==> src/rtl/box_overlay_compositor.sv <==
`default_nettype none
// ============================================================================
// Module      : box_overlay_compositor
// Description : Two-stage pipelined overlay of up to NUM_BOXES rectangular
//               hit/hurt box borders on the sprite pixel stream. Box geometry,
//               enables, colours and game_state are shadowed at frame_start so
//               a frame is always drawn from one consistent snapshot.
//               Optional macro BOX_FILL_EN adds the box_fill port and a
//               checkerboard interior fill for filled boxes.
// Revision    : 1.0 - initial release
// ============================================================================
module box_overlay_compositor #(
    parameter int                 NUM_BOXES         = 6,
    parameter int                 COORD_W           = 10,
    parameter int                 COLOR_W           = 8,
    parameter logic [2:0]         DEBUG_STATE       = 3'd2,
    parameter logic [COLOR_W-1:0] TRANSPARENT_COLOR = 8'hE3,
    parameter logic [COLOR_W-1:0] BACKGROUND_COLOR  = 8'h7B,
    parameter int                 BLINK_SHIFT       = 3
) (
    input  logic                           clk,
    input  logic                           rst_n,
    input  logic                           frame_start,
    input  logic                           pixel_valid,
    input  logic [COORD_W-1:0]             pixel_x,
    input  logic [COORD_W-1:0]             pixel_y,
    input  logic [COLOR_W-1:0]             pixel_data,
    input  logic [2:0]                     game_state,
    input  logic [NUM_BOXES-1:0]           box_en,
    input  logic [NUM_BOXES-1:0]           box_blink,
`ifdef BOX_FILL_EN
    input  logic [NUM_BOXES-1:0]           box_fill,
`endif
    input  logic [NUM_BOXES*COORD_W-1:0]   box_x1,
    input  logic [NUM_BOXES*COORD_W-1:0]   box_x2,
    input  logic [NUM_BOXES*COORD_W-1:0]   box_y1,
    input  logic [NUM_BOXES*COORD_W-1:0]   box_y2,
    input  logic [NUM_BOXES*COLOR_W-1:0]   box_color,
    output logic [COLOR_W-1:0]             color_out,
    output logic                           out_valid
);

    localparam int c_CNT_W = BLINK_SHIFT + 1;

    // Shadow (per-frame snapshot) registers
    logic [NUM_BOXES-1:0]         sh_en_q,    sh_en_d;
    logic [NUM_BOXES-1:0]         sh_blink_q, sh_blink_d;
    logic [NUM_BOXES*COORD_W-1:0] sh_x1_q,    sh_x1_d;
    logic [NUM_BOXES*COORD_W-1:0] sh_x2_q,    sh_x2_d;
    logic [NUM_BOXES*COORD_W-1:0] sh_y1_q,    sh_y1_d;
    logic [NUM_BOXES*COORD_W-1:0] sh_y2_q,    sh_y2_d;
    logic [NUM_BOXES*COLOR_W-1:0] sh_color_q, sh_color_d;
    logic [2:0]                   sh_state_q, sh_state_d;
    logic [c_CNT_W-1:0]           frame_cnt_q, frame_cnt_d;
`ifdef BOX_FILL_EN
    logic [NUM_BOXES-1:0]         sh_fill_q,  sh_fill_d;
`endif

    // Stage 1 registers
    logic [NUM_BOXES-1:0]         s1_hit_q,   s1_hit_d;
    logic [COLOR_W-1:0]           s1_data_q,  s1_data_d;
    logic                         s1_valid_q, s1_valid_d;
    logic                         s1_dbg_q,   s1_dbg_d;
`ifdef BOX_FILL_EN
    logic [NUM_BOXES-1:0]         s1_fill_q,  s1_fill_d;
`endif

    // Stage 2 (output) registers
    logic [COLOR_W-1:0]           color_out_q, color_out_d;
    logic                         out_valid_q, out_valid_d;

    // Combinational per-box results
    logic [NUM_BOXES-1:0]         w_hit;
    logic                         w_blink_phase;
`ifdef BOX_FILL_EN
    logic [NUM_BOXES-1:0]         w_fill;
    logic                         w_checker;
    assign w_checker = pixel_x[0] ^ pixel_y[0];
`endif

    assign w_blink_phase = frame_cnt_q[BLINK_SHIFT];

    // Shadow next-state: snapshot all box inputs on frame_start, count frames
    always_comb begin
        sh_en_d     = sh_en_q;
        sh_blink_d  = sh_blink_q;
        sh_x1_d     = sh_x1_q;
        sh_x2_d     = sh_x2_q;
        sh_y1_d     = sh_y1_q;
        sh_y2_d     = sh_y2_q;
        sh_color_d  = sh_color_q;
        sh_state_d  = sh_state_q;
        frame_cnt_d = frame_cnt_q;
`ifdef BOX_FILL_EN
        sh_fill_d   = sh_fill_q;
`endif
        if (frame_start) begin
            sh_en_d     = box_en;
            sh_blink_d  = box_blink;
            sh_x1_d     = box_x1;
            sh_x2_d     = box_x2;
            sh_y1_d     = box_y1;
            sh_y2_d     = box_y2;
            sh_color_d  = box_color;
            sh_state_d  = game_state;
            frame_cnt_d = frame_cnt_q + 1'b1;
`ifdef BOX_FILL_EN
            sh_fill_d   = box_fill;
`endif
        end
    end

    // Per-box border (and optional interior) hit detection against shadows
    generate
        for (genvar i = 0; i < NUM_BOXES; i++) begin : g_box
            logic [COORD_W-1:0] w_x1, w_x2, w_y1, w_y2;
            logic               w_ordered, w_in_x, w_in_y, w_vert, w_horz, w_active;
            assign w_x1      = sh_x1_q[i*COORD_W +: COORD_W];
            assign w_x2      = sh_x2_q[i*COORD_W +: COORD_W];
            assign w_y1      = sh_y1_q[i*COORD_W +: COORD_W];
            assign w_y2      = sh_y2_q[i*COORD_W +: COORD_W];
            // An inverted rectangle must not draw its lone x1/y1 edge
            assign w_ordered = (w_x1 <= w_x2) && (w_y1 <= w_y2);
            assign w_in_x    = (pixel_x >= w_x1) && (pixel_x <= w_x2);
            assign w_in_y    = (pixel_y >= w_y1) && (pixel_y <= w_y2);
            assign w_vert    = ((pixel_x == w_x1) || (pixel_x == w_x2)) && w_in_y;
            assign w_horz    = ((pixel_y == w_y1) || (pixel_y == w_y2)) && w_in_x;
            assign w_active  = sh_en_q[i] & ~(sh_blink_q[i] & w_blink_phase);
            assign w_hit[i]  = w_active & w_ordered & (w_vert | w_horz);
`ifdef BOX_FILL_EN
            assign w_fill[i] = w_active & sh_fill_q[i] & w_checker &
                               (pixel_x > w_x1) && (pixel_x < w_x2) &&
                               (pixel_y > w_y1) && (pixel_y < w_y2);
`endif
        end
    endgenerate

    // Stage 1 next-state: capture hit vector, pixel and debug-mode snapshot
    always_comb begin
        s1_hit_d   = w_hit;
        s1_data_d  = pixel_data;
        s1_valid_d = pixel_valid;
        s1_dbg_d   = (sh_state_q == DEBUG_STATE);
`ifdef BOX_FILL_EN
        s1_fill_d  = w_fill;
`endif
    end

    // Stage 2 next-state: priority select of box colour over sprite/background
    always_comb begin
        logic [COLOR_W-1:0] sprite;
        logic [COLOR_W-1:0] sel;
        sprite      = (s1_data_q == TRANSPARENT_COLOR) ? BACKGROUND_COLOR : s1_data_q;
        sel         = sprite;
`ifdef BOX_FILL_EN
        // Fills first so that any border hit below overrides them
        for (int k = NUM_BOXES - 1; k >= 0; k--) begin
            if (s1_fill_q[k]) sel = sh_color_q[k*COLOR_W +: COLOR_W];
        end
`endif
        // Descending scan leaves the lowest-index hit as the winner
        for (int k = NUM_BOXES - 1; k >= 0; k--) begin
            if (s1_hit_q[k]) sel = sh_color_q[k*COLOR_W +: COLOR_W];
        end
        color_out_d = color_out_q;
        out_valid_d = s1_valid_q;
        if (s1_valid_q) begin
            color_out_d = s1_dbg_q ? sel : sprite;
        end
    end

    // All state registers with synchronous active-low reset
    always_ff @(posedge clk) begin
        if (!rst_n) begin
            sh_en_q     <= '0;
            sh_blink_q  <= '0;
            sh_x1_q     <= '0;
            sh_x2_q     <= '0;
            sh_y1_q     <= '0;
            sh_y2_q     <= '0;
            sh_color_q  <= '0;
            sh_state_q  <= '0;
            frame_cnt_q <= '0;
            s1_hit_q    <= '0;
            s1_data_q   <= '0;
            s1_valid_q  <= 1'b0;
            s1_dbg_q    <= 1'b0;
            color_out_q <= '0;
            out_valid_q <= 1'b0;
`ifdef BOX_FILL_EN
            sh_fill_q   <= '0;
            s1_fill_q   <= '0;
`endif
        end else begin
            sh_en_q     <= sh_en_d;
            sh_blink_q  <= sh_blink_d;
            sh_x1_q     <= sh_x1_d;
            sh_x2_q     <= sh_x2_d;
            sh_y1_q     <= sh_y1_d;
            sh_y2_q     <= sh_y2_d;
            sh_color_q  <= sh_color_d;
            sh_state_q  <= sh_state_d;
            frame_cnt_q <= frame_cnt_d;
            s1_hit_q    <= s1_hit_d;
            s1_data_q   <= s1_data_d;
            s1_valid_q  <= s1_valid_d;
            s1_dbg_q    <= s1_dbg_d;
            color_out_q <= color_out_d;
            out_valid_q <= out_valid_d;
`ifdef BOX_FILL_EN
            sh_fill_q   <= sh_fill_d;
            s1_fill_q   <= s1_fill_d;
`endif
        end
    end

    assign color_out = color_out_q;
    assign out_valid = out_valid_q;

endmodule
`default_nettype wire

==> config.mk <==
export PLATFORM = sky130hd
export DESIGN_NAME = box_overlay_compositor
export DESIGN_NICKNAME = d
export VERILOG_FILES = /design/src/rtl/box_overlay_compositor.sv
export SDC_FILE = /design/constraint.sdc
export NUM_CORES = 1
export LEC_CHECK = 0
export ABC_CLOCK_PERIOD_IN_PS = 2590
export CAP_MARGIN = 20
export CORE_ASPECT_RATIO = 1.2
export CORE_MARGIN = 2
export CORE_UTILIZATION = 56
export CTS_BUF_LIST = sky130_fd_sc_hd__clkbuf_4 sky130_fd_sc_hd__clkbuf_8
export CTS_CLUSTER_SIZE = 14
export DETAILED_ROUTE_END_ITERATION = 12
export GPL_TIMING_DRIVEN = 1
export PLACE_DENSITY = 0.83
export SYNTH_ARGS = -nofsm -noshare
export SYNTH_HDL_FRONTEND = slang
export SYNTH_SLANG_ARGS = --single-unit
==> constraint.sdc <==
create_clock -name clk -period 2.59 [get_ports clk]
set_clock_uncertainty 0.15 [all_clocks]
set_input_delay 0.518 -clock clk [delete_from_list [all_inputs] [get_ports clk]]
set_output_delay 0.518 -clock clk [all_outputs]
set_load 0.1 [all_outputs]
==> summary.md, run 1 <==
| Metric | Value |
|---|---|
| Flop pwr share | `0.402` |
| Setup TNS | `0 ns` |
| Rel. slew slack | `0.4113` |
| R2r startpoint | `sh_y2_q[43]` |
| Pin count of the biggest net entering global routing | `106` |
| Number of vias per cell | `5.595` |
| Fin. Hold Viols | `0` |
| Total Power | `14.05 mW` |
| RR Endpoint | `s1_hit_q[4]` |
| Setup-failing EPs final | `0` |
| Die Y | `218.9 um` |
| Layout filler cell count | `2,875` |
| Max Cap Viol | `0` |
| Critical Path RT | `between 2 and 3 ns` |
| Peak Freq | `between 300 and 400 MHz` |
| Slowest-stage cell, CP | `or4_1` |
| Clock sink total | `332` |
| Hold Slack | `0.1619 ns` |
| Asr flop ratio synth | `0` |
| Worst setup margin | `0.08472 ns` |
| Tot GR Track Use | `0.3112` |
| Net switching power | `4.016 mW` |
| Num rows | `78` |
| Family with the most delay on the worst path | `simple AND/OR/NAND/NOR gates` |
| RSZ-0062 raised after global routing | `false` |
| Vias | `about 18,000` |
| Crit Path Category | `input port to register` |
| Initial antenna violation count | `2` |
| Arrival time at the worst endpoint | `2.88 ns` |
| CTS Root Cell | `clkbuf_8` |
| Worst-path cell chain | `clkdlybuf4s50_1 -> buf_4 -> buf_4 -> ha_1 -> nand4_1 -> nor3_1 -> a31oi_1 -> or4_1 -> a2111oi_2` |
| Initial Util | `0.5692` |
| Distinct cell type count after synthesis | `55` |
| Share of cells above drive strength 1 | `0.09178` |
| Largest stage delay on the critical path | `about 0.45 ns` |
| Worst min path class | `input port to register` |
| Sw Ratio | `0.2859` |
| Synth Cell Area | `21,550 um^2` |
| Area Overhead vs Synth | `28.33%` |
| Final nets | `3,478` |
| HPWL Detailed | `50.43 mm` |
| Total core area | `37,870 um^2` |
| Comb power frac | `0.234` |
| Worst R2R Path Depth | `8` |
| First drt pass iteration count | `5` |
| # IOs | `344` |
| Clk pwr share | `0.364` |
| Final min period | `2.505 ns` |
| Worst path bufs/invs | `3` |
| Cell count after synthesis | `2,330` |
| WL/cell | `19.09 um` |
| ANT nets after route | `0` |
| Hold Buf Count CTS | `0` |
| Total internal power | `10.03 mW` |
| Ys flop type | `dfxtp_1` |
| FF+latch count, synth | `332` |
| Ys Warns | `0` |
| I/O Buffers | `343` |
| Final core occ | `0.7305` |
| Syn Area/Cell | `9.251 um^2` |
| Place WS | `-0.6997 ns` |
| CTS tree | `yes` |
| Max Slew Vio Count | `0` |
| First-pass GRT wire length | `98.99 mm` |
| DRC | `0` |
| Clk slew on worst S/H paths | `approximately 0.070 ns` |
| Part of the Yosys area used for sequential elements | `0.3084` |
| Crit share post-route | `0.9673` |
| Post-synth EDFFs | `0` |
| Die Wd | `183.1 um` |
| CP Launch Point | `pixel_x[4]` |
| Worst skew pair latency | `0.65 ns` |
| Post-synthesis net count | `3,026` |
| Clock Path Buffers | `3` |
| Max Fanout on Critical Path | `6` |
| Critical Path End | `s1_hit_q[4]` |
| Static leakage | `between 10 and 15 nW` |
| DRT Wirelength | `~63 mm` |
| CTS buffer count | `53` |
| Gpl congestion | `~0.97` |
| Total gr overflow | `0` |
| Stages on worst setup path | `9` |
| Worst Setup End Kind | `register` |
| Worst Tran Pin Value | `0.8818 ns` |
| Most frequent cell on the critical path | `buf_4` |
| Outcome | `completed` |
| Die ar. | `~40,000 um^2` |
| Max VDD drop | `0.0005012 V` |
| Drt initial violations | `1,059` |
| P per Cell Area | `507.8 nW/um^2` |
| R2r setup slk | `0.13 ns` |
| Crit path launch type | `input port` |
| Vias in the first global route | `19,013` |
| CTS HTree Levels | `2` |
area by class of cell:
type                       count  area (um^2)  share of cell area
timing repair buffer         480         4592              0.1660
multi-input combinational   1627        13520              0.4888
inverter                     288         1081             0.03908
tap                          480        600.6             0.02171
antenna                        1        2.502          0.00009047
clock inverter                12        156.4            0.005654
sequential                   332         6646              0.2403
clock buffer                  83         1061             0.03836
layer usage:
| layer | vias to the layer above | track usage | wire [um] |
|---|---|---|---|
| met4 | 2 | 0.1387 | 2789 |
| met3 | 140 | 0.04082 | 2871 |
| met2 | 557 | 0.5388 | 29760 |
| met5 | - | 0 | 13 |
| met1 | 8696 | 0.3862 | 27620 |
| li1 | 9086 | - | - |
Yosys cell counts (19+ instances only):
library cell | count | share of area
a21o_1 | 54 | 0.019
a21oi_1 | 115 | 0.027
buf_2 | 24 | 0.0056
clkbuf_1 | 55 | 0.0096
dfxtp_1 | 332 | 0.31
ha_1 | 361 | 0.21
inv_1 | 288 | 0.050
mux2i_1 | 309 | 0.14
nand2_1 | 56 | 0.0098
nand3_1 | 28 | 0.0065
nand4_1 | 58 | 0.017
nor2_1 | 51 | 0.0089
nor2b_1 | 320 | 0.093
nor3_1 | 19 | 0.0044
o21ai_0 | 51 | 0.012
layout by cell type, fill, tap and decap left out, types with 5 or more instances in the layout:
master,instances
a2111oi_0,6
a211o_1,5
a211oi_1,11
a21o_1,54
a21oi_1,115
a221o_1,7
a221oi_1,13
a31oi_1,17
and2_1,14
and3_1,5
and4_1,11
buf_12,11
buf_4,135
clkbuf_4,13
clkbuf_8,70
clkdlybuf4s50_1,327
clkinv_2,6
dfxtp_1,332
ha_1,361
inv_1,287
mux2_2,5
mux2i_1,309
nand2_1,56
nand2b_1,11
nand3_1,28
nand4_1,58
nor2_1,51
nor2b_1,320
nor3_1,17
o211a_1,6
o211ai_1,12
o21a_1,12
o21ai_0,51
o221ai_1,15
o22ai_1,5
o31ai_1,6
per-stage QoR:
stage                     instance area (um^2)  std cells
after global placement                   26400       3207
after global routing                     27660       3303
after CTS                                27620       3302
final                                    27660       3303
after detailed placement                 26400       3207
after floorplan                          21550       2330
cells by family (layout without fill, tap and decap cells):
logic type | after synthesis | in the layout | synth area share
AND/OR/NAND/NOR | 586 | 586 | 0.1568
buffers and inverters | 371 | 863 | 0.06600
AO/OA/AOI/OAI | 363 | 363 | 0.1119
adder cells (fa/ha/maj) | 361 | 361 | 0.2096
flip-flops | 332 | 332 | 0.3084
multiplexers | 314 | 314 | 0.1461
XOR/XNOR | 3 | 3 | 0.001219
other | 0 | 1 | 0
sequential cells by signal (all words and copies together), names as in the netlist:
signal       count
frame_cnt_q      4
sh_en_q          6
out_valid_d      1
s1_data_q        8
sh_y2_q         60
sh_x2_q         60
out_valid        1
color_out        8
s1_hit_q         6
sh_state_q       3
sh_color_q      48
s1_dbg_q         1
sh_blink_q       6
sh_x1_q         60
sh_y1_q         60
power by group through the flow:
| stage | clock network [mW] | logic (mW) | registers (mW) |
|---|---|---|---|
| 2_1_floorplan | 0 | 1.82 | 5.71 |
| 3_3_place_gp | 0 | 3.12 | 5.74 |
| 3_5_place_dp | 0 | 3.23 | 5.75 |
| 4_1_cts | 5.21 | 3.25 | 5.64 |
| 5_1_grt | 5.41 | 3.63 | 5.68 |
| 6_report | 5.11 | 3.28 | 5.65 |
worst register-to-register path, stage by stage (launching register included):
cell	delay [ns]
dfxtp_1	0.34
inv_1	0.09
ha_1	0.30
a21o_1	0.16
a21o_1	0.18
o2111ai_1	0.10
a311oi_1	0.14
or4_1	0.55
a2111oi_2	0.35
worst min-delay path by stage:
stage | end | slack (ns) | from | cells after the start
after detailed placement | s1_dbg_q | 0.27 | sh_state_q[0] | 1
after global placement | s1_dbg_q | 0.26 | sh_state_q[0] | 1
after CTS | sh_y1_q[56] | 0.12 | rst_n | 2
after floorplan | s1_dbg_q | 0.24 | sh_state_q[0] | 1
after global routing | sh_y1_q[57] | 0.16 | rst_n | 2
final | sh_en_q[1] | 0.16 | rst_n | 2
timing repair:
item | in CTS | in global routing
setup endpoints to repair | 2 | 5
resized for setup | 2 | 16
setup buffers | 0 | 0
pin swaps | 0 | 2
Power figures use the tool's default switching activity.
==> run 2, diff against run 1 <==
Settings changed: ABC_CLOCK_PERIOD_IN_PS 2590 to 2500.
Clock period 2.59 ns to 2.5 ns, I/O delays scaled along.
==> run 2 against run 1 <==
- final area is 0.32% higher
- worst hold slack got worse by 0.058 ns
- setup slack got worse by 0.038 ns
==> summary.md, run 2 (synthesis gave the netlist of run 1 again) <==
| Metric | Value |
|---|---|
| Outcome | `completed` |
| Max Cap Viol | `0 (unchanged)` |
| Total internal power | `10.23 mW (+1.9%)` |
| Final non-filler cell total | `3,305 (+0.061%)` |
| Clock Path Buffers | `3 (unchanged)` |
| Static leakage | `12.40 nW (-0.11%)` |
| GRT Max-Usage Layer | `met2` |
| Max Fanout on Critical Path | `5 (-1)` |
| Crit path launch type | `input port` |
| Crit share post-route | `0.9813` |
| HPWL Detailed | `50.45 mm (about the same)` |
| Clk slew on worst S/H paths | `0.07 ns (about the same)` |
| Leading cell type in the layout, fill and taps excluded | `ha_1` |
| ANT nets after route | `0 (unchanged)` |
| P per Cell Area | `518.2 nW/um^2 (+2.0%)` |
| First drt pass iteration count | `7 (+2)` |
| DRC | `0 (unchanged)` |
| Initial Util | `0.5692 (unchanged)` |
| Rel. slew slack | `0.4132 (+0.001905)` |
| Max VDD drop | `0.0005815 V (+16%)` |
| Setup-failing EPs final | `0 (unchanged)` |
| Comb power frac | `0.239 (+0.005)` |
| Final min period | `2.453 ns` |
| Critical Path RT | `2.87 ns (-0.10 ns)` |
| Sw Ratio | `0.2889 (+0.002974)` |
| Share of cells above drive strength 1 | `0.09741 (+0.005635)` |
| Gpl congestion | `0.9602 (-1.1%)` |
| CTS HTree Levels | `2 (unchanged)` |
| I/O Buffers | `343 (unchanged)` |
| Die ar. | `40,080 um^2 (unchanged)` |
| Vias in the first global route | `19,343 (+1.7%)` |
| Drt initial violations | `892 (-16%)` |
| # Post-CTS Setup Buffers | `0 (unchanged)` |
| Tot GR Track Use | `0.3078 (-0.003443)` |
| Met3 Resource Use GR | `0.04364 (+0.002821)` |
| CTS Root Cell | `clkbuf_8` |
| Layout filler cell count | `2,838 (-1.3%)` |
| R2r setup slk | `0.09 ns (-0.04 ns)` |
| Fin. Hold Viols | `0 (unchanged)` |
| Met1 Resource Use GR | `0.3730 (-0.01322)` |
| Pin count of the biggest net entering global routing | `94 (-11%)` |
| Total core area | `37,870 um^2 (unchanged)` |
| Die Y | `218.9 um (unchanged)` |
| CTS tree | `yes` |
| Area Overhead vs Synth | `28.74%` |
| Post-Place Cells | `3,209 (+0.062%)` |
| Worst skew pair latency | `0.63 ns (-0.02 ns)` |
| Commonest non-fill, non-tap cells in the layout | `ha_1 (360), dfxtp_1 (332), clkdlybuf4s50_1 (330)` |
| Worst Setup End Kind | `register` |
| Arrival time at the worst endpoint | `2.83 ns (-0.05 ns)` |
| Clk pwr share | `0.354 (-0.010)` |
| Initial antenna violation count | `2 (unchanged)` |
| Total Power | `14.38 mW (+2.4%)` |
| Crit Path Category | `input port to register` |
| CTS buffer count | `52 (-1.9%)` |
| Hold Buf Count CTS | `0 (unchanged)` |
| # IOs | `344 (unchanged)` |
| WL/cell | `19.00 um (-0.49%)` |
| First-pass GRT wire length | `98.33 mm (-0.68%)` |
| Max Slew Vio Count | `0 (unchanged)` |
| Number of vias per cell | `5.573 (-0.39%)` |
| Clock sink total | `332 (unchanged)` |
| Num rows | `78 (unchanged)` |
| Die Wd | `183.1 um (unchanged)` |
| Worst min path class | `input port to register` |
| Total gr overflow | `0 (unchanged)` |
| Flop pwr share | `0.407 (+0.005)` |
| Net switching power | `4.154 mW (+3.4%)` |
| Final nets | `3,479 (+0.029%)` |
| Final core occ | `0.7328 (+0.002313)` |
| Worst Tran Pin Value | `0.8789 ns (-0.002854 ns)` |
| Met2 usage | `0.5465 (+0.007702)` |
| DRT Wirelength | `62.78 mm (-0.43%)` |
| Vias | `18,420 (-0.33%)` |
| Peak Freq | `about 410 MHz` |
-- run 2: critical path: stages --
cell and delay [ns]:
clkdlybuf4s50_1 0.40, buf_4 0.17, ha_1 0.31, a211o_1 0.29
a21oi_1 0.11, a311oi_1 0.11, or4_4 0.58, a2111oi_4 0.35
-- run 2: stage by stage --
stage | TNS (ns) | worst slack, ns | hold slack, ns | instance area [um^2]
CTS | 0 | 0.001881 | 0.06612 | 27610
detailed placement | -4.077 | -0.7495 | 0.2591 | 26450
floorplan | 0 | 0.06009 | 0.2442 | 21550
global placement | -3.602 | -0.6674 | 0.2646 | 26450
global route | -0.1027 | -0.06809 | 0.1022 | 27750
finish | 0 | 0.04664 | 0.1038 | 27750
-- run 2: path summary, 6_finish.rpt --
kind,start,to,cells after the start
worst max-delay path,pixel_y[9],s1_hit_q[4],8
worst min register to register,sh_state_q[1],s1_dbg_q,2
worst max register to register,sh_y2_q[43],s1_hit_q[4],8
worst min-delay path,rst_n,color_out[4],3
-- run 2: repair_timing --
item,CTS,global route
setup endpoints to repair,4,6
gates resized for setup,5,29
pin swaps,2,5
-- run 2: routing by layer --
metal	part of all wire	wire length [um]
met1	0.43	26990
met2	0.48	30210
met3	0.049	3068
met4	0.040	2502
met5	0.00021	13
-- run 2: power groups by stage --
stage | combinational (mW) | sequential [mW] | clock, mW
finish | 3.43 | 5.86 | 5.09
global route | 3.80 | 5.88 | 5.40
CTS | 3.38 | 5.85 | 5.19
detailed placement | 3.35 | 5.96 | 0
global placement | 3.23 | 5.95 | 0
floorplan | 1.89 | 5.92 | 0
-- run 2: area by class of cell --
| class | instances | area (um^2) | area share |
|---|---|---|---|
| flip-flops and latches | 332 | 6646 | 0.2395 |
| inverters | 288 | 1081 | 0.03896 |
| multi-input cells | 1627 | 13610 | 0.4906 |
| repair buffers | 482 | 4644 | 0.1674 |
| clock buffers | 83 | 1030 | 0.03711 |
| clock inverters | 11 | 128.9 | 0.004644 |
| well taps | 480 | 600.6 | 0.02164 |
| diodes | 2 | 5.005 | 0.0001804 |
==> run 3, diff against run 2 <==
Settings changed: CORE_MARGIN 2 to default.
==> run 3 against run 2 <==
- the run now ends with negative setup slack left
- critical path depth unchanged
- combinational power barely moved
- die area shrank 2.0%
- sequential share of layout area is essentially flat
- final cell count shrank 0.27%
- fmax shrank 4.6%
- utilization increased by 0.053 points
- count of clock-buffer cells in the layout down 4
- via count up 0.30%
- register-to-register slack got worse by 0.07 ns
- critical endpoint is now s1_hit_q[0]
- largest power group unchanged
- highest routed layer unchanged
==> summary.md, run 3 (synthesis gave the netlist of run 1 again) <==
| Metric | Value |
|---|---|
| Crit Path Category | `input port to register` |
| I/O Buffers | `343 (unchanged)` |
| Met2 usage | `0.5545 (+0.008023)` |
| Final nets | `3,468 (-0.32%)` |
| Worst Setup End Kind | `register` |
| Worst-path cell chain | `clkdlybuf4s50_1 -> buf_12 -> ha_1 -> a2111oi_1 -> o211ai_1 -> a221o_1 -> a221oi_1 -> o2111a_1` |
| DRT Wirelength | `62.77 mm (about the same)` |
| Vias in the first global route | `19,060 (-1.5%)` |
| Critical Path RT | `2.91 ns (+0.04 ns)` |
| Layout filler cell count | `2,832 (-0.21%)` |
| Die Wd | `181.1 um (-1.1%)` |
| Max Fanout on Critical Path | `8 (+3)` |
| First-pass GRT wire length | `98.59 mm (+0.27%)` |
| GRT Max-Usage Layer | `met2` |
| Area Overhead vs Synth | `28.83% (about the same)` |
| Met3 Resource Use GR | `0.04384 (+0.0001978)` |
| Total gr overflow | `0 (unchanged)` |
| Worst min path class | `input port to register` |
| Tot GR Track Use | `0.3149 (+0.007183)` |
| Register area | `6646 um^2 (unchanged)` |
| Leading cell type in the layout, fill and taps excluded | `ha_1` |
| Gpl congestion | `0.9726 (+1.3%)` |
| Outcome | `finished, violations left` |
| ANT nets after route | `0 (unchanged)` |
| Vias | `18,475 (+0.30%)` |
| Arrival time at the worst endpoint | `2.98 ns (+0.15 ns)` |
| Peak Freq | `388.7 MHz (-4.6%)` |
| Fin. Hold Viols | `0 (unchanged)` |
| Pin count of the biggest net entering global routing | `110 (+17%)` |
| CTS Root Cell | `clkbuf_8` |
| Number of vias per cell | `5.605 (+0.57%)` |
| Die Y | `216.9 um (-0.91%)` |
| Worst path bufs/invs | `2 (unchanged)` |
| Clock Path Buffers | `3 (unchanged)` |
| CTS tree | `yes` |
| # IOs | `344 (unchanged)` |
| Initial Util | `0.5692 (unchanged)` |
| Static leakage | `12.45 nW (+0.42%)` |
| Clock sink total | `332 (unchanged)` |
| Worst setup margin | `-0.07300 ns (-0.1196 ns)` |
| Final min period | `2.573 ns (+0.1196 ns)` |
| Post-Place Cells | `3,194 (-0.47%)` |
| Worst Tran Pin Value | `0.8810 ns (+0.002107 ns)` |
| Area occupied by multi-input gates | `13,610 um^2 (about the same)` |
| Total core area | `37,870 um^2 (unchanged)` |
| Family with the most delay on the worst path | `compound AO/OA/AOI/OAI gates` |
| Worst skew pair latency | `0.61 ns (-0.02 ns)` |
| Share of cells above drive strength 1 | `0.09378 (-0.003631)` |
| WL/cell | `19.04 um (+0.25%)` |
| Initial antenna violation count | `4 (+2)` |
| DRC | `0 (unchanged)` |
| Final core occ | `0.7333 (about the same)` |
| First drt pass iteration count | `8 (+1)` |
| Largest stage delay on the critical path | `0.47 ns (-0.11 ns)` |
| CTS HTree Levels | `2 (unchanged)` |
| Clk slew on worst S/H paths | `0.07 ns (about the same)` |
| Die ar. | `39,280 um^2 (-2.0%)` |
| Commonest non-fill, non-tap cells in the layout | `ha_1 (359), dfxtp_1 (332), clkdlybuf4s50_1 (321)` |
| Drt initial violations | `913 (+2.4%)` |
| P per Cell Area | `526.8 nW/um^2 (+1.7%)` |
| CTS buffer count | `52 (unchanged)` |
| Final non-filler cell total | `3,296 (-0.27%)` |
| Failing checks | `negative setup slack` |
| HPWL Detailed | `50.25 mm (-0.40%)` |
| Crit share post-route | `1.029 (+0.04786)` |
| Setup-failing EPs final | `1 (+1)` |
| Rel. slew slack | `0.4118 (-0.001406)` |
| Hold Buf Count CTS | `0 (unchanged)` |
| Num rows | `78 (unchanged)` |
| Met1 Resource Use GR | `0.3818 (+0.008789)` |
| Slowest-stage cell, CP | `a2111oi_1` |
| Crit path launch type | `input port` |
| Max Slew Vio Count | `0 (unchanged)` |
| Max Cap Viol | `0 (unchanged)` |
| Max VDD drop | `0.0003940 V (-32%)` |
run 3: final timing paths:
| kind | slack (ns) | cells past startpoint | from | endpoint |
|---|---|---|---|---|
| worst max-delay path | -0.07 | 8 | pixel_x[5] | s1_hit_q[0] |
| worst min-delay path | 0.15 | 3 | rst_n | s1_dbg_q |
| worst max register to register | 0.02 | 7 | sh_x2_q[5] | s1_hit_q[0] |
| worst min register to register | 0.29 | 1 | sh_state_q[0] | s1_dbg_q |
run 3: layout make-up:
type | instances | share of cell area
Multi-Input combinational cell | 1627 | 0.4900
Antenna cell | 1 | 0.00009011
Sequential cell | 332 | 0.2393
Timing Repair Buffer | 471 | 0.1654
Clock buffer | 79 | 0.03555
Clock inverter | 18 | 0.008966
Tap cell | 480 | 0.02163
Inverter | 288 | 0.03906
run 3: power by group:
group          internal, mW  leakage [nW]  switching [mW]  total [mW]
sequential             5.60          2.74           0.255        5.86
clock                  3.15         0.651            2.20        5.35
combinational          1.77          9.06            1.65        3.42
total                  10.5          12.4            4.10        14.6
run 3: tightest hold or removal path: stages:
cell     delay (ns)
buf_6          0.19
nand2_1        0.12
nor3_1         0.04
run 3: per-layer routing:
| layer | vias to the layer above | part of all wire | wire [um] |
|---|---|---|---|
| met1 | 8672 | 0.43 | 26940 |
| met4 | 6 | 0.042 | 2618 |
| met5 | - | 0.00059 | 37 |
| li1 | 9079 | - | - |
| met2 | 569 | 0.48 | 30240 |
| met3 | 149 | 0.047 | 2931 |
run 3: what timing repair did:
| action | CTS | global route |
|---|---|---|
| setup buffers | 0 | 4 |
| cloned | 0 | 0 |
| pin swaps | 2 | 10 |
| endpoints found under the setup margin | 6 | 6 |
| gates resized for setup | 11 | 37 |
run 3: per-stage QoR:
step / total power [mW] / hold WS [ns] / setup TNS, ns / setup WS [ns] / area, um^2
after global routing: 15.37 / 0.1323 / -0.09769 / -0.07451 / 27770
after detailed placement: 9.295 / 0.2665 / -4.529 / -0.9414 / 26320
final: 14.63 / 0.1483 / -0.07300 / -0.07300 / 27770
after floorplan: 7.802 / 0.2442 / 0 / 0.06009 / 21550
after global placement: 9.172 / 0.2583 / -3.995 / -0.8503 / 26320
after CTS: 14.65 / 0.1149 / 0 / 0.003571 / 27590
